$ cat config.mk
export PLATFORM = sky130hd
export DESIGN_NAME = id_ex_flat
export DESIGN_NICKNAME = d
export VERILOG_FILES = /design/src/rtl/id_ex_if.sv /design/src/rtl/id_ex.sv /design/src/flat_wrapper.sv
export SDC_FILE = /design/constraint.sdc
export NUM_CORES = 1
export LEC_CHECK = 0
export CAP_MARGIN = 0
export CORE_MARGIN = 5
export CORE_UTILIZATION = 44
export CTS_CLUSTER_SIZE = 14
export DETAILED_ROUTE_END_ITERATION = 6
export HOLD_SLACK_MARGIN = 0.15
export PLACE_DENSITY = 0.83
export SYNTH_ARGS = -nofsm -noshare
export SYNTH_HDL_FRONTEND = slang
export SYNTH_SLANG_ARGS = --single-unit
$ cat constraint.sdc
create_clock -name clk -period 3.93 [get_ports clk]
set_input_delay 0.786 -clock clk [delete_from_list [all_inputs] [get_ports clk]]
set_output_delay 0.786 -clock clk [all_outputs]
set_load 0.01 [all_outputs]
$ cat src/rtl/id_ex_if.sv
// Decode-to-execute bundle: decoded instruction, operands, writeback
// bypass inputs, stall/flush controls and the registered execute view.
interface id_ex_if #(
    parameter int CNT_W = 16
);
    logic [31:0]    inst_i;
    logic [31:0]    inst_addr_i;
    logic [31:0]    rs1_data_i;
    logic [31:0]    rs2_data_i;
    logic [4:0]     rs1_addr_i;
    logic [4:0]     rs2_addr_i;
    logic           rs1_rd_i;
    logic           rs2_rd_i;
    logic [4:0]     rd_addr_i;
    logic           rd_wen_i;
    logic [4:0]     wb_addr_i;
    logic [31:0]    wb_data_i;
    logic           wb_wen_i;
    logic           hold_i;
    logic           flush_i;
    logic [31:0]    inst_o;
    logic [31:0]    inst_addr_o;
    logic [31:0]    rs1_data_o;
    logic [31:0]    rs2_data_o;
    logic [4:0]     rd_addr_o;
    logic           rd_wen_o;
    logic           valid_o;
    logic [CNT_W-1:0] flush_cnt_o;

    modport master (
        output inst_i, inst_addr_i, rs1_data_i, rs2_data_i,
        output rs1_addr_i, rs2_addr_i, rs1_rd_i, rs2_rd_i,
        output rd_addr_i, rd_wen_i, wb_addr_i, wb_data_i, wb_wen_i,
        output hold_i, flush_i,
        input  inst_o, inst_addr_o, rs1_data_o, rs2_data_o,
        input  rd_addr_o, rd_wen_o, valid_o, flush_cnt_o
    );

    modport slave (
        input  inst_i, inst_addr_i, rs1_data_i, rs2_data_i,
        input  rs1_addr_i, rs2_addr_i, rs1_rd_i, rs2_rd_i,
        input  rd_addr_i, rd_wen_i, wb_addr_i, wb_data_i, wb_wen_i,
        input  hold_i, flush_i,
        output inst_o, inst_addr_o, rs1_data_o, rs2_data_o,
        output rd_addr_o, rd_wen_o, valid_o, flush_cnt_o
    );
endinterface

$ cat src/rtl/id_ex.sv
// ID/EX pipeline register with stall, flush-to-bubble and writeback
// bypass applied both on capture and to operands parked during a stall.
module id_ex #(
    parameter logic [31:0] NOP_INST = 32'h0000_0013,
    parameter int          CNT_W    = 16
) (
    input logic   clk,
    input logic   rst,
    id_ex_if.slave bus
);
    logic [31:0]      inst_q;
    logic [31:0]      addr_q;
    logic [31:0]      rs1_q;
    logic [31:0]      rs2_q;
    logic [4:0]       rd_q;
    logic             rd_wen_q;
    logic             valid_q;
    logic [CNT_W-1:0] cnt_q;
    logic [4:0]       rs1_a_q;
    logic [4:0]       rs2_a_q;
    logic             rs1_rd_q;
    logic             rs2_rd_q;

    logic wb_ok;
    logic hit1_new;
    logic hit2_new;
    logic hit1_old;
    logic hit2_old;

    // x0 writes never patch an operand
    assign wb_ok = bus.wb_wen_i && (bus.wb_addr_i != 5'd0);

    assign hit1_new = wb_ok && bus.rs1_rd_i
                    && (bus.rs1_addr_i == bus.wb_addr_i);
    assign hit2_new = wb_ok && bus.rs2_rd_i
                    && (bus.rs2_addr_i == bus.wb_addr_i);
    assign hit1_old = wb_ok && valid_q && rs1_rd_q
                    && (rs1_a_q == bus.wb_addr_i);
    assign hit2_old = wb_ok && valid_q && rs2_rd_q
                    && (rs2_a_q == bus.wb_addr_i);

    always_ff @(posedge clk) begin
        if (rst || bus.flush_i) begin
            inst_q   <= NOP_INST;
            addr_q   <= '0;
            rs1_q    <= '0;
            rs2_q    <= '0;
            rd_q     <= '0;
            rd_wen_q <= 1'b0;
            valid_q  <= 1'b0;
            rs1_a_q  <= '0;
            rs2_a_q  <= '0;
            rs1_rd_q <= 1'b0;
            rs2_rd_q <= 1'b0;
            if (rst) begin
                cnt_q <= '0;
            end else if (cnt_q != '1) begin
                cnt_q <= cnt_q + 1'b1;
            end
        end else if (bus.hold_i) begin
            if (hit1_old) begin
                rs1_q <= bus.wb_data_i;
            end
            if (hit2_old) begin
                rs2_q <= bus.wb_data_i;
            end
        end else begin
            inst_q   <= bus.inst_i;
            addr_q   <= bus.inst_addr_i;
            rs1_q    <= hit1_new ? bus.wb_data_i : bus.rs1_data_i;
            rs2_q    <= hit2_new ? bus.wb_data_i : bus.rs2_data_i;
            rd_q     <= bus.rd_addr_i;
            rd_wen_q <= bus.rd_wen_i;
            valid_q  <= 1'b1;
            rs1_a_q  <= bus.rs1_addr_i;
            rs2_a_q  <= bus.rs2_addr_i;
            rs1_rd_q <= bus.rs1_rd_i;
            rs2_rd_q <= bus.rs2_rd_i;
        end
    end

    assign bus.inst_o      = inst_q;
    assign bus.inst_addr_o = addr_q;
    assign bus.rs1_data_o  = rs1_q;
    assign bus.rs2_data_o  = rs2_q;
    assign bus.rd_addr_o   = rd_q;
    assign bus.rd_wen_o    = rd_wen_q;
    assign bus.valid_o     = valid_q;
    assign bus.flush_cnt_o = cnt_q;
endmodule

$ cat src/flat_wrapper.sv
// flat-port wrapper written by rule: the top's interface ports become plain ports
module id_ex_flat 
#(
    parameter logic [31:0] NOP_INST = 32'h0000_0013,
    parameter int          CNT_W    = 16
)
  (clk, rst, bus_inst_i, bus_inst_addr_i, bus_rs1_data_i, bus_rs2_data_i, bus_rs1_addr_i, bus_rs2_addr_i, bus_rs1_rd_i, bus_rs2_rd_i, bus_rd_addr_i, bus_rd_wen_i, bus_wb_addr_i, bus_wb_data_i, bus_wb_wen_i, bus_hold_i, bus_flush_i, bus_inst_o, bus_inst_addr_o, bus_rs1_data_o, bus_rs2_data_o, bus_rd_addr_o, bus_rd_wen_o, bus_valid_o, bus_flush_cnt_o);
  id_ex_if #(.CNT_W(CNT_W)) bus_i ();
  input logic clk;
  input logic rst;
  input wire logic [$bits(bus_i.inst_i)-1:0] bus_inst_i;
  input wire logic [$bits(bus_i.inst_addr_i)-1:0] bus_inst_addr_i;
  input wire logic [$bits(bus_i.rs1_data_i)-1:0] bus_rs1_data_i;
  input wire logic [$bits(bus_i.rs2_data_i)-1:0] bus_rs2_data_i;
  input wire logic [$bits(bus_i.rs1_addr_i)-1:0] bus_rs1_addr_i;
  input wire logic [$bits(bus_i.rs2_addr_i)-1:0] bus_rs2_addr_i;
  input wire logic [$bits(bus_i.rs1_rd_i)-1:0] bus_rs1_rd_i;
  input wire logic [$bits(bus_i.rs2_rd_i)-1:0] bus_rs2_rd_i;
  input wire logic [$bits(bus_i.rd_addr_i)-1:0] bus_rd_addr_i;
  input wire logic [$bits(bus_i.rd_wen_i)-1:0] bus_rd_wen_i;
  input wire logic [$bits(bus_i.wb_addr_i)-1:0] bus_wb_addr_i;
  input wire logic [$bits(bus_i.wb_data_i)-1:0] bus_wb_data_i;
  input wire logic [$bits(bus_i.wb_wen_i)-1:0] bus_wb_wen_i;
  input wire logic [$bits(bus_i.hold_i)-1:0] bus_hold_i;
  input wire logic [$bits(bus_i.flush_i)-1:0] bus_flush_i;
  output wire logic [$bits(bus_i.inst_o)-1:0] bus_inst_o;
  output wire logic [$bits(bus_i.inst_addr_o)-1:0] bus_inst_addr_o;
  output wire logic [$bits(bus_i.rs1_data_o)-1:0] bus_rs1_data_o;
  output wire logic [$bits(bus_i.rs2_data_o)-1:0] bus_rs2_data_o;
  output wire logic [$bits(bus_i.rd_addr_o)-1:0] bus_rd_addr_o;
  output wire logic [$bits(bus_i.rd_wen_o)-1:0] bus_rd_wen_o;
  output wire logic [$bits(bus_i.valid_o)-1:0] bus_valid_o;
  output wire logic [$bits(bus_i.flush_cnt_o)-1:0] bus_flush_cnt_o;
  assign bus_i.inst_i = bus_inst_i;
  assign bus_i.inst_addr_i = bus_inst_addr_i;
  assign bus_i.rs1_data_i = bus_rs1_data_i;
  assign bus_i.rs2_data_i = bus_rs2_data_i;
  assign bus_i.rs1_addr_i = bus_rs1_addr_i;
  assign bus_i.rs2_addr_i = bus_rs2_addr_i;
  assign bus_i.rs1_rd_i = bus_rs1_rd_i;
  assign bus_i.rs2_rd_i = bus_rs2_rd_i;
  assign bus_i.rd_addr_i = bus_rd_addr_i;
  assign bus_i.rd_wen_i = bus_rd_wen_i;
  assign bus_i.wb_addr_i = bus_wb_addr_i;
  assign bus_i.wb_data_i = bus_wb_data_i;
  assign bus_i.wb_wen_i = bus_wb_wen_i;
  assign bus_i.hold_i = bus_hold_i;
  assign bus_i.flush_i = bus_flush_i;
  assign bus_inst_o = bus_i.inst_o;
  assign bus_inst_addr_o = bus_i.inst_addr_o;
  assign bus_rs1_data_o = bus_i.rs1_data_o;
  assign bus_rs2_data_o = bus_i.rs2_data_o;
  assign bus_rd_addr_o = bus_i.rd_addr_o;
  assign bus_rd_wen_o = bus_i.rd_wen_o;
  assign bus_valid_o = bus_i.valid_o;
  assign bus_flush_cnt_o = bus_i.flush_cnt_o;
  id_ex #(.NOP_INST(NOP_INST), .CNT_W(CNT_W)) u_core (.clk(clk), .rst(rst), .bus(bus_i));
endmodule
* After elaboration in Yosys (flattened, before gate mapping) *
Cells that the tools add are included.

operators by class
  $add $sub $neg = 1
  eq/ne operators = 7
  mux-type cells = 7
  reduce and logical (&&, ||, !) cells = 14

operators by type and width
  cell                   number
  $mux 32                6
  $eq 5x5->1             4
  $add 16x1->16 const B  1
  $mux 16                1
  $ne 16x16->1 const B   1
  $logic_and 1x1->1      10
  $reduce_bool 5->1      1
  $ne 2x1->1 const B     2
  $reduce_and 2->1       1
  $reduce_bool 2->1      1
  $logic_or 1x1->1       1

word-level totals
  flip-flop bits (word level) = 163
  bits of input ports = 188
  output and inout port bits = 151
  logic and storage cells = 41

* Depth between registers and ports, before layout *
Gate-level depths: netlist of the first run.

  depth in word-level cells = 7
  depth in mapped cells = 7
  depth with buffers taken out = 6

* Worst setup path before layout of the first run *
OpenSTA, ideal clock, no wires.

  path kind = input-to-reg
  start point = in bus_wb_addr_i[0]
  end point = reg u_core.rs2_q[10] (netlist: u_core.bus.rs2_data_o[10])
  library setup time = 136 ps
  arrival time = 2238 ps
  required time = 3794 ps
  path slack = 1556 ps
  stages = 7
  buffers on the path = 2
  cell sequence = buf_4 > or4_4 > o21ai_4 > o31ai_1 > clkbuf_1 > nand2_1 > a31oi_1

between the ends
  word-level cells in the longest chain between the ends = 6
  elaborated cells on any way between the ends = 12
  those cells by class = eq/ne (3); mux (2); reduce/logical (7)

RTL lines
  item                                                 line                      source
  start, declared                                      flat_wrapper.sv:21        input wire logic [$bits(bus_i.wb_addr_i)-1:0] bus_wb_addr_i;
  $reduce_bool 5->1                                    id_ex.sv:31               assign wb_ok = bus.wb_wen_i && (bus.wb_addr_i != 5'd0);
  $logic_and 1x1->1                                    id_ex.sv:31
  $logic_and 1x1->1, on equally long branches          id_ex.sv:35, id_ex.sv:39
  $logic_and 1x1->1, on equally long branches          id_ex.sv:36, id_ex.sv:39
  $mux 32 / $logic_and 1x1->1 (equally long branches)  id_ex.sv:71, id_ex.sv:40
  $mux 32 / $ne 2x1->1 (equally long branches)         --
  end signal, assigned                                 id_ex.sv:65               rs2_q <= bus.wb_data_i;
  end signal, assigned                                 id_ex.sv:71               rs2_q <= hit2_new ? bus.wb_data_i : bus.rs2_data_i;
  end, declared                                        id_ex.sv:14               logic [31:0] rs2_q;

Several ways; a longest one is shown, not always the timed one.
A chain may end at the register's enable or synchronous reset.

* Worst setup path after layout of the first run *
  start point = in bus_wb_addr_i[1]
  end point = reg u_core.rs2_q[17] (netlist: u_core.bus.rs2_data_o[17])

The elaborated chain is that of the path after synthesis.

==> results.cfg, run 1 <==
[run_status]
outcome = finished clean

[clocking]
root_buffer = clkbuf_16
post_cts_resize_count = 0
numClockSinks = 163
cts_inserted_buffers = 17
cts_buffer_depth = 2
post_cts.repair.setup_buffers = 0
tritoncts = yes
cts.clk_slew.worst_paths_ns = 0.06
cts-htree-levels = 4
hold_buffers = 0
clk_latency_ns = 0.43

[setup_path]
worstSetupPathType = in -> reg
worst_ep_required_time_ns = 4.28
cp-start-kind = primary input
ff2ff_setup_slack_ns = 1.70
rr_worst_depth = 6
cp_max_fo = 64
critical_path.reg2reg.endpoint = u_core.bus.flush_cnt_o[3]
timing.rr.start = u_core.bus.flush_cnt_o[0]
critical_path_arrival_ns = 3.17
crit_end_category = register

[sta]
drv_slew = 0
timing.max_slew.rel_slack_pct = 47.4
finalClockSkew_ns = 0.0178
min_period_over_period_pct = 71.9
setup_viol = 0
worst-slew-pin-transition_ns = 0.790
final_hold_viol_count = 0
max_freq_mhz = 354
unrepaired_setup_endpoints_after_global_routing = no
finalWorstPathRequiredPeriod_ns = 2.83
setup_tns_ns = 0

[synth]
synth.lib_cells_used.distinct = 36
number_of_instances_in_the_synthesized_netlist = 704
ys.warnings.count = 0
mappedNetlistNets = 893
synth_edf_count = 16
yosysTopAreaCell = dfxtp_1
netlist_area_sq_um = 6970
post_synth_main_area_contributors = dfxtp_1 (42%), mux2i_1 (21%), edfxtp_1 (6.9%), nor2_1 (5.2%), nand2_1 (3.6%)
ys_seq_elements = 163
synth-seq-area-share_pct = 49.1
synthArstFlopShare_pct = 0
synthesis.area_per_instance_sq_um = 9.90
synth_top_area_share_pct = 42.2
post_synth_most_frequent_cells = dfxtp_1 (147), mux2i_1 (146), nor2_1 (97)
yosysMostFrequentCell = dfxtp_1
ys_dominant_reg_cell = dfxtp_1

[routing]
routed_wirelength_um = 22900
drc_errors = 0
detail_route.first_pass.iterations = 5
via_count = 6340
routedWlPerCell_um = 18.4
initialDrtViolationCount = 273
antenna_violating_nets_post_route = 0
vias_per_cell = 5.09

[min_path]
min_path_cells = 2
worstHoldPathType = reg -> reg
hold_start = u_core.bus.inst_o[9]
min_to = u_core.bus.inst_o[9]

[place]
routabilityCongestion = 0.857
port-buffer-count = 338
dp_hpwl_um = 17000
dpl.cell_count = 1214

[cells_and_area]
final_layout_size_suffix_gt1_share_pct = 5.05
final_cells = 1246
layout.nets = 1206
syn2layout_area_growth_pct = 58.8
insertedDiodeCount = 0

[floorplan]
top_level_ports = 339
floorplan_row_count = 46
initial_core_util_pct = 44.3
coreArea_sq_um = 15700
die_area_sq_um = 18500
die_x_um = 136
die-height_um = 136

[grt]
grt_pass1_wl_um = 34700
antenna_found_initial = 0
grt_overflow = 0
combined_global_route_utilization_of_all_metal_layers_pct = 24.1
grt_pass1_vias = 6442
largest_net_degree_at_the_start_of_global_routing = 70

[pwr]
power_leakage_nw = 4.10
power_density_nw_per_um2 = 371
worst_ir_drop_vdd_uv = 294

[flow_run]
max-cap-violations = 0
==> power breakdown <==
part	internal, mW	total (mW)	switching (mW)
registers	1.75	1.80	0.0468
logic	0.376	0.639	0.263
clock network	0.955	1.67	0.712
==> metrics by stage <==
| stage | setup slack, ns | total power, mW | hold WS, ns | cell area (sq um) | util (%) |
|---|---|---|---|---|---|
| floorplan | 1.56 | 2.09 | 0.463 | 6970 | - |
| global placement | 0.791 | 2.46 | 0.455 | 10500 | 66.7 |
| detailed placement | 0.697 | 2.47 | 0.482 | 10500 | 66.7 |
| CTS | 1.15 | 4.13 | 0.500 | 11100 | 70.4 |
| global route | 1.02 | 4.26 | 0.523 | 11100 | 70.4 |
| finish | 1.10 | 4.10 | 0.493 | 11100 | 70.4 |
==> worst max-delay path by stage <==
| stage | slack [ns] | cells past startpoint | endpoint | start |
|---|---|---|---|---|
| 2_1_floorplan | 1.56 | 7 | u_core.bus.rs2_data_o[10] | bus_wb_addr_i[0] |
| 3_3_place_gp | 0.79 | 7 | u_core.bus.rs2_data_o[31] | bus_wb_addr_i[0] |
| 3_5_place_dp | 0.70 | 7 | u_core.bus.rs1_data_o[30] | bus_wb_addr_i[0] |
| 4_1_cts | 1.15 | 7 | u_core.bus.rs2_data_o[19] | bus_wb_addr_i[0] |
| 5_1_grt | 1.02 | 7 | u_core.bus.rs2_data_o[28] | bus_wb_addr_i[0] |
| 6_report | 1.10 | 7 | u_core.bus.rs2_data_o[17] | bus_wb_addr_i[1] |
==> cell usage in the layout (no fill, tap or decap), types with 8 or more instances in the layout <==
cell and instances:
buf_4 9, clkdlybuf4s50_1 337, nand2_1 67, a21oi_1 8
nand3_1 11, mux2i_1 146, inv_1 9, a31oi_1 26
xor2_1 8, o21ai_0 18, edfxtp_1 16, dfxtp_1 147
o22ai_1 32, o21ai_1 10, xnor2_1 25, nor2_1 96
clkbuf_16 18
==> sequential cells by signal, summed over array words and instances (netlist names) <==
name	count
u_core.rs2_a_q	5
u_core.rs1_rd_q	1
u_core.bus.inst_o	32
u_core.bus.rs1_data_o	32
u_core.bus.rs2_data_o	32
u_core.bus.flush_cnt_o	16
u_core.bus.valid_o	1
u_core.bus.inst_addr_o	32
u_core.bus.rd_addr_o	5
u_core.rs1_a_q	5
u_core.bus.rd_wen_o	1
u_core.rs2_rd_q	1
==> metal layers <==
layer	vias to the layer above	track usage (%)	part of all wire [%]
met5	-	0	0
met4	0	9.29	2.7
met3	40	6.44	6.8
met2	224	42.2	52
met1	2990	28.3	39
li1	3086	-	-
==> cell families (layout without fill, tap and decap cells) <==
logic type | Yosys count | count (layout) | share of synthesized area, %
AOI/OAI and AO/OA | 104 | 104 | 9.54
buffers and inverters | 63 | 389 | 4.35
DFF | 163 | 163 | 49.1
adders and majority gates | 1 | 1 | 0.180
xor gates and xnor gates | 33 | 33 | 4.15
and+or+nand+nor | 194 | 194 | 11.7
muxes | 146 | 146 | 21.0
==> layout make-up <==
class	count	area, sq um
Clock inverter	12	118
Fill cell	1227	4640
Sequential cell	163	3420
Timing Repair Buffer	348	3480
Clock buffer	20	478
Tap cell	216	270
Multi-Input combinational cell	478	3260
Inverter	9	33.8
==> critical path: stages <==
cell and delay (ns):
clkdlybuf4s50_1 0.69, xnor2_1 0.18, nand4_1 0.18, o41ai_4 0.34, buf_4 0.54, nand3_1 0.24, a21oi_1 0.18
(Power assumes the default switching activity.)
==> inputs of run 2 (changes only) <==
- CORE_UTILIZATION: 44 -> 37
- PLACE_DENSITY: 0.83 -> 0.74
- clock period: 3.93 -> 2.5 ns (I/O delays scaled with it)
==> run 2 against run 1 <==
Against the previous run:
- combinational power increased by 63%
- global-route usage decreased by 3.7 points
- non-clock buffer count increased by 16
- final area increased by 2.6%
- sequential share of layout area decreased by 0.80 points
- hold slack got worse by 0.0061 ns
- sequential power increased by 57%
- register-to-register slack got worse by 1.3 ns
- die area increased by 17%
- count of clock-buffer cells in the layout decreased by 1
- power increased by 60%
- highest routed layer unchanged
==> results.cfg, run 2 (synthesis gave the netlist of run 1 again) <==
[clocking]
cts.clk_slew.worst_paths_ns = 0.07
tritoncts = yes
post_cts.repair.setup_buffers = 0
clk_latency_ns = 0.41
hold_buffers = 0
cts-htree-levels = 4
cts_buffer_depth = 2
numClockSinks = 163
post_cts_resize_count = 0
cts_inserted_buffers = 17
root_buffer = clkbuf_16

[floorplan]
top_level_ports = 339
die_area_sq_um = 21700
die_x_um = 147
initial_core_util_pct = 37.4
coreArea_sq_um = 18600
floorplan_row_count = 50
die-height_um = 147

[sta]
final_hold_viol_count = 0
unrepaired_setup_endpoints_after_global_routing = no
setup_slack_ns = 0.204
final.hold.worst_slack_ns = 0.487
finalWorstPathRequiredPeriod_ns = 2.30
worst-slew-pin-transition_ns = 0.540
min_period_over_period_pct = 91.8
setup_viol = 0
finalClockSkew_ns = 0.0103
timing.max_slew.rel_slack_pct = 64.0
drv_slew = 0
max_freq_mhz = 436

[setup_path]
critical-path-top-cell-by-count = buf_12
rr_worst_depth = 7
ff2ff_setup_slack_ns = 0.39
path_cells = clkdlybuf4s50_1 > or4_4 > o21ai_4 > buf_12 > o41ai_4 > buf_12 > o21ai_0 > a31oi_1
crit_end_category = register
cp_max_fo = 64
critical_path_arrival_ns = 2.59
crit_path_top_delay_cell = or4_4
cpPeakStageDelay_ns = 0.59
cp_num_buf_inv = 3
worst_ep_required_time_ns = 2.79
worstSetupPathType = in -> reg
crit_cells = 8
critical_path.top_delay_family = buffers and inverters
cp-start-kind = primary input

[run_status]
outcome = finished clean

[routing]
antenna_violating_nets_post_route = 0
routedWlPerCell_um = 17.7
via_count = 6270
vias_per_cell = 4.90
routed_wirelength_um = 22700
drc_errors = 0
initialDrtViolationCount = 295
detail_route.first_pass.iterations = 5

[place]
pre_cts_slack_ns = -0.203
routabilityCongestion = 0.815
port-buffer-count = 338
dp_hpwl_um = 17000

[pwr]
power_leakage_nw = 4.24
post-layout-total-power_mw = 6.56
worst_ir_drop_vdd_uv = 429
power_density_nw_per_um2 = 577

[cells_and_area]
mostFrequentLayoutCell = clkdlybuf4s50_1
insertedDiodeCount = 0
mostFrequentLayoutCells = clkdlybuf4s50_1 (337), dfxtp_1 (147), mux2i_1 (146), nor2_1 (96), nand2_1 (67)
final.fill_count = 1624
final_layout_size_suffix_gt1_share_pct = 6.50
syn2layout_area_growth_pct = 63.0
layout.nets = 1222

[grt]
combined_global_route_utilization_of_all_metal_layers_pct = 20.4
grt_pass1_vias = 6312
antenna_found_initial = 0
grt_pass1_wl_um = 35300
grt_overflow = 0
largest_net_degree_at_the_start_of_global_routing = 74

[min_path]
worstHoldPathType = reg -> reg
min_path_cells = 2

[flow_run]
max-cap-violations = 0
## run 2: cell count changes in the layout (fill, tap and decap cells not counted)
cell,change
buf_12,+11
buf_4,+5
clkinv_4,-2
bufinv_16,+1
clkbuf_8,-1
clkinv_2,+1
inv_4,+1
inv_6,-1
inv_8,+1
## run 2: tightest hold or removal path, stage by stage, from the launching register on
cell     delay (ns)
dfxtp_1        0.33
mux2i_1        0.07
nand2_1        0.06
## run 2: path summary, 6_finish.rpt
path	from	end
setup / recovery	bus_wb_addr_i[0]	u_core.bus.rs2_data_o[24]
hold / removal	u_core.bus.inst_o[1]	u_core.bus.inst_o[1]
setup reg to reg	u_core.bus.flush_cnt_o[0]	u_core.bus.flush_cnt_o[9]
hold reg to reg	u_core.bus.inst_o[1]	u_core.bus.inst_o[1]
## run 2: final cells by class
| type | instances | area, sq um | area share, % |
|---|---|---|---|
| timing repair buffer | 364 | 3740 | 32.9 |
| sequential | 163 | 3420 | 30.1 |
| multi-input combinational | 478 | 3260 | 28.7 |
| clock buffer | 19 | 464 | 4.09 |
| tap | 234 | 293 | 2.58 |
| clock inverter | 13 | 144 | 1.27 |
| inverter | 9 | 33.8 | 0.297 |
## run 2: metrics by stage
step / setup TNS, ns / util (%) / area, sq um / instances
2_1_floorplan: 0 / - / 6970 / 704
3_3_place_gp: -6.87 / 57.7 / 10800 / 1248
3_5_place_dp: -10.67 / 57.7 / 10800 / 1248
4_1_cts: 0 / 60.9 / 11400 / 1280
5_1_grt: 0 / 60.9 / 11400 / 1280
6_report: 0 / 60.9 / 11400 / 1280
## run 2: per-layer routing
| metal | vias up | share of wire (%) | global-route usage [%] |
|---|---|---|---|
| met1 | 2928 | 42 | 25.4 |
| met2 | 197 | 50 | 35.5 |
| met4 | 0 | 1.7 | 5.55 |
| met3 | 29 | 5.4 | 5.00 |
| li1 | 3116 | - | - |
| met5 | - | 0 | 0 |
## run 2: power by group
| part | internal [mW] | switching (mW) |
|---|---|---|
| Sequential | 2.75 | 0.0720 |
| Combinational | 0.619 | 0.417 |
| Clock | 1.58 | 1.12 |
==> inputs of run 3 (changes only) <==
- CAP_MARGIN: 0 -> 10
==> results of run 3 <==
Final layout, timing and power as in run 2 (identical DEF).
